$ cat src/rtl/dmem_arbiter.sv
// dmem_arbiter -- two-port arbiter in front of a single fixed-latency data memory.
//
// Port 0 (datapath) and port 1 (loader/debug) issue word accesses. One access
// is in flight at a time. A three-state FSM (IDLE -> ACCESS -> DONE) grants a
// winner, drives the memory for MEM_LATENCY cycles, returns read data and
// spends one DONE cycle before sampling requests again.
//
// Parameters:
//   ADDR_WIDTH  word address width (default 16)
//   DATA_WIDTH  data word width (default 16)
//   MEM_LATENCY memory access cycles, 1..15 (default 2)
//
// Ports:
//   clk, rst_n                  clock, synchronous active-low reset
//   req*/we*/addr*/wdata*       request, write flag, address and data per port
//   gnt*/done*                  one-cycle accept / completion pulses per port
//   rdata*                      per-port read data, held until the next read
//   mem_en/mem_we/mem_addr/mem_wdata/mem_rdata   memory interface
//   busy                        high whenever the FSM is not IDLE
//
// Configuration macro DMEM_ARB_RR_EN: when defined, simultaneous requests are
// won by the port that did not win last (round robin, port 0 first after
// reset); when undefined, port 0 always wins (fixed priority).

module dmem_arbiter #(
  parameter int ADDR_WIDTH  = 16,
  parameter int DATA_WIDTH  = 16,
  parameter int MEM_LATENCY = 2
) (
  input  logic                  clk,
  input  logic                  rst_n,
  input  logic                  req0,
  input  logic                  req1,
  input  logic                  we0,
  input  logic                  we1,
  input  logic [ADDR_WIDTH-1:0] addr0,
  input  logic [ADDR_WIDTH-1:0] addr1,
  input  logic [DATA_WIDTH-1:0] wdata0,
  input  logic [DATA_WIDTH-1:0] wdata1,
  output logic                  gnt0,
  output logic                  gnt1,
  output logic                  done0,
  output logic                  done1,
  output logic [DATA_WIDTH-1:0] rdata0,
  output logic [DATA_WIDTH-1:0] rdata1,
  output logic                  mem_en,
  output logic                  mem_we,
  output logic [ADDR_WIDTH-1:0] mem_addr,
  output logic [DATA_WIDTH-1:0] mem_wdata,
  input  logic [DATA_WIDTH-1:0] mem_rdata,
  output logic                  busy
);

  typedef enum logic [1:0] {IDLE, ACCESS, DONE} state_t;

  // Counter runs from MEM_LATENCY-1 down to 0, so the access spans exactly
  // MEM_LATENCY cycles with mem_rdata sampled in the last one.
  localparam logic [3:0] CNT_LOAD = 4'(MEM_LATENCY - 1);

  state_t                state_q, state_d;
  logic [3:0]            cnt_q, cnt_d;
  logic                  owner_q, owner_d;   // 0 = port 0 owns the access
  logic                  gnt0_q, gnt0_d, gnt1_q, gnt1_d;
  logic                  done0_q, done0_d, done1_q, done1_d;
  logic                  mem_en_q, mem_en_d, mem_we_q, mem_we_d;
  logic [ADDR_WIDTH-1:0] mem_addr_q, mem_addr_d;
  logic [DATA_WIDTH-1:0] mem_wdata_q, mem_wdata_d;
  logic [DATA_WIDTH-1:0] rdata0_q, rdata0_d, rdata1_q, rdata1_d;
  logic                  win;
`ifdef DMEM_ARB_RR_EN
  logic                  last_grant_q, last_grant_d;
`endif

  always_comb begin
    // NOTE: every signal gets a default first, so no path leaves one unassigned
    // and no latch is inferred.
    state_d     = state_q;
    cnt_d       = cnt_q;
    owner_d     = owner_q;
    gnt0_d      = 1'b0;
    gnt1_d      = 1'b0;
    done0_d     = 1'b0;
    done1_d     = 1'b0;
    mem_en_d    = mem_en_q;
    mem_we_d    = mem_we_q;
    mem_addr_d  = mem_addr_q;
    mem_wdata_d = mem_wdata_q;
    rdata0_d    = rdata0_q;
    rdata1_d    = rdata1_q;
    win         = 1'b0;
`ifdef DMEM_ARB_RR_EN
    last_grant_d = last_grant_q;
`endif

    unique case (state_q)
      IDLE: begin
        if (req0 || req1) begin
`ifdef DMEM_ARB_RR_EN
          win          = (req0 && req1) ? ~last_grant_q : req1;
          last_grant_d = win;
`else
          win          = ~req0;
`endif
          owner_d     = win;
          gnt0_d      = ~win;
          gnt1_d      = win;
          mem_en_d    = 1'b1;
          mem_we_d    = win ? we1 : we0;
          mem_addr_d  = win ? addr1 : addr0;
          mem_wdata_d = win ? wdata1 : wdata0;
          cnt_d       = CNT_LOAD;
          state_d     = ACCESS;
        end
      end

      ACCESS: begin
        if (cnt_q != 4'd0) begin
          cnt_d = cnt_q - 4'd1;
        end else begin
          // Writes leave the requester's rdata untouched.
          if (!mem_we_q) begin
            if (owner_q) rdata1_d = mem_rdata;
            else         rdata0_d = mem_rdata;
          end
          done0_d  = ~owner_q;
          done1_d  = owner_q;
          mem_en_d = 1'b0;
          mem_we_d = 1'b0;
          state_d  = DONE;
        end
      end

      // Requests are deliberately not sampled here; this enforces the
      // MEM_LATENCY+2 request spacing.
      DONE:    state_d = IDLE;
      default: state_d = IDLE;
    endcase
  end

  always_ff @(posedge clk) begin
    // NOTE: state registers use non-blocking assignments so every flop samples
    // the pre-edge values computed above.
    if (!rst_n) begin
      state_q     <= IDLE;
      cnt_q       <= 4'd0;
      owner_q     <= 1'b0;
      gnt0_q      <= 1'b0;
      gnt1_q      <= 1'b0;
      done0_q     <= 1'b0;
      done1_q     <= 1'b0;
      mem_en_q    <= 1'b0;
      mem_we_q    <= 1'b0;
      mem_addr_q  <= '0;
      mem_wdata_q <= '0;
      rdata0_q    <= '0;
      rdata1_q    <= '0;
`ifdef DMEM_ARB_RR_EN
      last_grant_q <= 1'b1;
`endif
    end else begin
      state_q     <= state_d;
      cnt_q       <= cnt_d;
      owner_q     <= owner_d;
      gnt0_q      <= gnt0_d;
      gnt1_q      <= gnt1_d;
      done0_q     <= done0_d;
      done1_q     <= done1_d;
      mem_en_q    <= mem_en_d;
      mem_we_q    <= mem_we_d;
      mem_addr_q  <= mem_addr_d;
      mem_wdata_q <= mem_wdata_d;
      rdata0_q    <= rdata0_d;
      rdata1_q    <= rdata1_d;
`ifdef DMEM_ARB_RR_EN
      last_grant_q <= last_grant_d;
`endif
    end
  end

  assign gnt0      = gnt0_q;
  assign gnt1      = gnt1_q;
  assign done0     = done0_q;
  assign done1     = done1_q;
  assign rdata0    = rdata0_q;
  assign rdata1    = rdata1_q;
  assign mem_en    = mem_en_q;
  assign mem_we    = mem_we_q;
  assign mem_addr  = mem_addr_q;
  assign mem_wdata = mem_wdata_q;
  assign busy      = (state_q != IDLE);

endmodule

$ cat config.mk
export PLATFORM = sky130hd
export DESIGN_NAME = dmem_arbiter
export DESIGN_NICKNAME = d
export VERILOG_FILES = /design/src/rtl/dmem_arbiter.sv
export SDC_FILE = /design/constraint.sdc
export NUM_CORES = 1
export LEC_CHECK = 0
export CAP_MARGIN = 20
export CORE_MARGIN = 2
export CORE_UTILIZATION = 42
export DETAILED_ROUTE_END_ITERATION = 8
export GPL_ROUTABILITY_DRIVEN = 1
export HOLD_SLACK_MARGIN = 0.03
export PLACE_DENSITY_LB_ADDON = 0.12
export RECOVER_POWER = 25
export SYNTH_ARGS = -nofsm -noshare
export SYNTH_HDL_FRONTEND = slang
export SYNTH_SLANG_ARGS = --single-unit
$ cat constraint.sdc
create_clock -name clk -period 3.06 [get_ports clk]
set_input_delay 0.306 -clock clk [delete_from_list [all_inputs] [get_ports clk]]
set_output_delay 0.306 -clock clk [all_outputs]
set_load 0.005 [all_outputs]
==> flow_summary_export.csv <==
group,metric,value,unit
setup_path,crit_path_cell_trace,"inv_1 > ha_1 > nor2b_1 > nand3_2 > mux2i_1",
routing,wl,7650,µm
placed_design,place_hpwl,5710,µm
power_and_ir_drop,power.leakage,2.10,nW
logic_synthesis,ys_async_sr_fraction,0,
final_layout,final_common_cell,"clkdlybuf4s50_1",
logic_synthesis,synth-edff-count,0,
routing,antenna_left,0,
global_routing,grt_pass1_vias,2544,
setup_path,crit_fanout,16,
die,dieArea,7830,µm²
final_layout,multi_input_area,1340,µm²
die,ioPinCount,157,
min_path,hp-start,"rdata1[7]",
timing,min_period_over_period,0.635,
logic_synthesis,yosys_warnings,0,
logic_synthesis,ys.flop_type,"dfxtp_1",
cts,cts_hold_buf,0,
power_and_ir_drop,finalPower,2.34,mW
logic_synthesis,synth_top_family_by_area,"simple AND/OR/NAND/NOR gates",
timing,fin_crit,1940,ps
routing,post-route-drc-count,0,
timing,max_clock_freq,0.514,GHz
logic_synthesis,synthMuxAreaShare,0.111,
global_routing,grt_use_total,0.190,
power_and_ir_drop,power_per_cell_area,487,nW/µm²
timing,setup_tns,0,ps
die,die_y,88.5,µm
cts,numCtsBuffers,9,
setup_path,start_kind,"register",
cts,numClockSinks,77,
final_layout,seq_area,1540,µm²
cts,tritoncts,"yes",
final_layout,fin_nets,526,
timing,setup-violations-final,0,
setup_path,criticalPathCategory,"reg -> reg",
placed_design,gp_congestion,0.742,
timing,max-slew-margin-rel,0.607,
logic_synthesis,synth_xor_area_frac,0,
cts,clk_pin_slew_worst_paths,80,ps
cts,cts.path.max_buffers,2,
routing,wl_per_cell,14.2,µm
global_routing,grt_max_degree,56,
timing,finClkSkew,12.8,ps
logic_synthesis,synth_nets,372,
logic_synthesis,synth.avg_cell_area,10.6,µm²
routing,firstDrtPassIters,5,
setup_path,cp_data_arrival_time,2190,ps
cts,insertion_delay,330,ps
flow_run,drv_cap,0,
die,row_count,30,
final_layout,final_cell_mix,"124 x clkdlybuf4s50_1, 77 x dfxtp_1, 50 x nand2_1, 32 x mux2i_1, 32 x a221o_1",
setup_path,endpoint_kind,"register",
cts,cts_root_buffer,"clkbuf_8",
setup_path,r2r_start,"cnt_q[0]",
global_routing,grt_pass1_wl,11600,µm
logic_synthesis,yosysSeqAreaShare,0.514,
power_and_ir_drop,vdd_drop_max,0.000279,V
routing,vias,2611,
timing,rsz0062_at_grt,"false",
logic_synthesis,synth.ff_latch_count,77,
routing,via_per_inst,4.84,
logic_synthesis,yosys.area_share.adder,0.00834,
logic_synthesis,yosysUniqueCellTypes,39,
timing,worst_pin_slew,589,ps
timing,slew_viol_final,0,
setup_path,startpoint,"cnt_q[0]",
logic_synthesis,synth-compound-area-share,0.140,
final_layout,antenna_cells,0,
global_routing,grt_overflow,0,
setup_path,required,3310,ps
final_layout,areaGrowthSynthToFinish,60.2,%
die,core_area,6870,µm²
logic_synthesis,synthesis.area,3000,µm²
cts,cts_setup_buffers,0,
logic_synthesis,synthSimpleGateAreaFrac,0.186,
run_status,run_status,"completed",
cts,cts_resized,0,
global_routing,antenna_found_initial,0,
logic_synthesis,syn_inst,284,
placed_design,io_buffers,156,
cts,cts_htree_levels,3,
die,fp.dieW,88.5,µm
routing,drtIter0Drc,105,
setup_path,cpMaxStageDelayCell,"nand3_2",
min_path,hold_class,"reg -> reg",
timing,hold_viol,0,
die,start_util,0.437,
final_layout,drive_above_1_share,0.0655,
setup_path,critPathMaxStageDelay,560,ps
final_layout,fillerInstances,555,
==> flip-flops by register name (all words and copies together) (netlist names) <==
register and count:
rdata1 16, owner_q 1, gnt1 1, mem_addr 16, state_q 2, mem_wdata 16
rdata0 16, gnt0 1, mem_en 1, done0 1, cnt_q 4, done1 1
mem_we 1
==> area by class of cell <==
type,instances,share of cell area
clock buffers,10,0.0266
inverters,6,0.00469
flip-flops and latches,77,0.321
clock inverters,6,0.0133
repair buffers,161,0.332
well taps,96,0.0250
multi-input cells,183,0.278
==> synthesized netlist by cell type (all sizes together) (2+ instances only) <==
cell type | count | area [µm²]
o31a | 2 | 17.5
mux2i | 32 | 320
o41ai | 2 | 17.5
clkbuf | 7 | 26.3
ha | 2 | 25.0
o21a | 3 | 22.5
buf | 11 | 73.8
and2 | 35 | 219
nor3b | 2 | 26.3
inv | 6 | 22.5
nor2b | 2 | 12.5
nand3 | 2 | 15.0
nor2 | 4 | 17.5
a221o | 32 | 320
nand2 | 50 | 188
dfxtp | 77 | 1540
nor4 | 2 | 27.5
==> metal layers <==
layer  share of wire  track usage
met5               0            0
met4          0.0071       0.0620
met3           0.088       0.0625
met2            0.50        0.327
met1            0.41        0.222
==> kinds of logic after synthesis <==
logic type | count (synthesis)
compound gates | 44
buf+inv | 24
simple gates | 104
fa+ha+maj | 2
flops | 77
mux | 33
==> power breakdown <==
part / switching, mW / leakage, nW / internal, mW
Clock: 0.351 / 0.0923 / 0.376
Combinational: 0.182 / 1.38 / 0.305
Sequential: 0.0448 / 0.630 / 1.08
Total: 0.578 / 2.10 / 1.76
==> final timing paths <==
check                            endpoint  slack, ps  cells past startpoint
worst max-delay path            rdata0[9]       1120                      5
worst min-delay path            rdata1[7]        460                      2
worst max register to register  rdata0[9]       1120                      5
worst min register to register  rdata1[7]        460                      2
==> through the flow <==
stage / setup slack, ps / hold slack [ps] / util / cell area (µm²) / std cells
detailed placement: 998 / 452 / 0.672 / 4610 / 523
finish: 1120 / 460 / 0.699 / 4800 / 539
floorplan: 1550 / 440 / - / 3000 / 284
global placement: 1040 / 445 / 0.672 / 4610 / 523
CTS: 1100 / 463 / 0.699 / 4800 / 539
global route: 945 / 479 / 0.699 / 4800 / 539
==> worst max-delay path: cells and delay by family, from the launching register on <==
family,cells,cell delay (ps)
AND/OR/NAND/NOR,2,920
buffers and inverters,1,110
flip-flops,1,320
adder cells (fa/ha/maj),1,190
multiplexers,1,330
(Power assumes the default switching activity.)
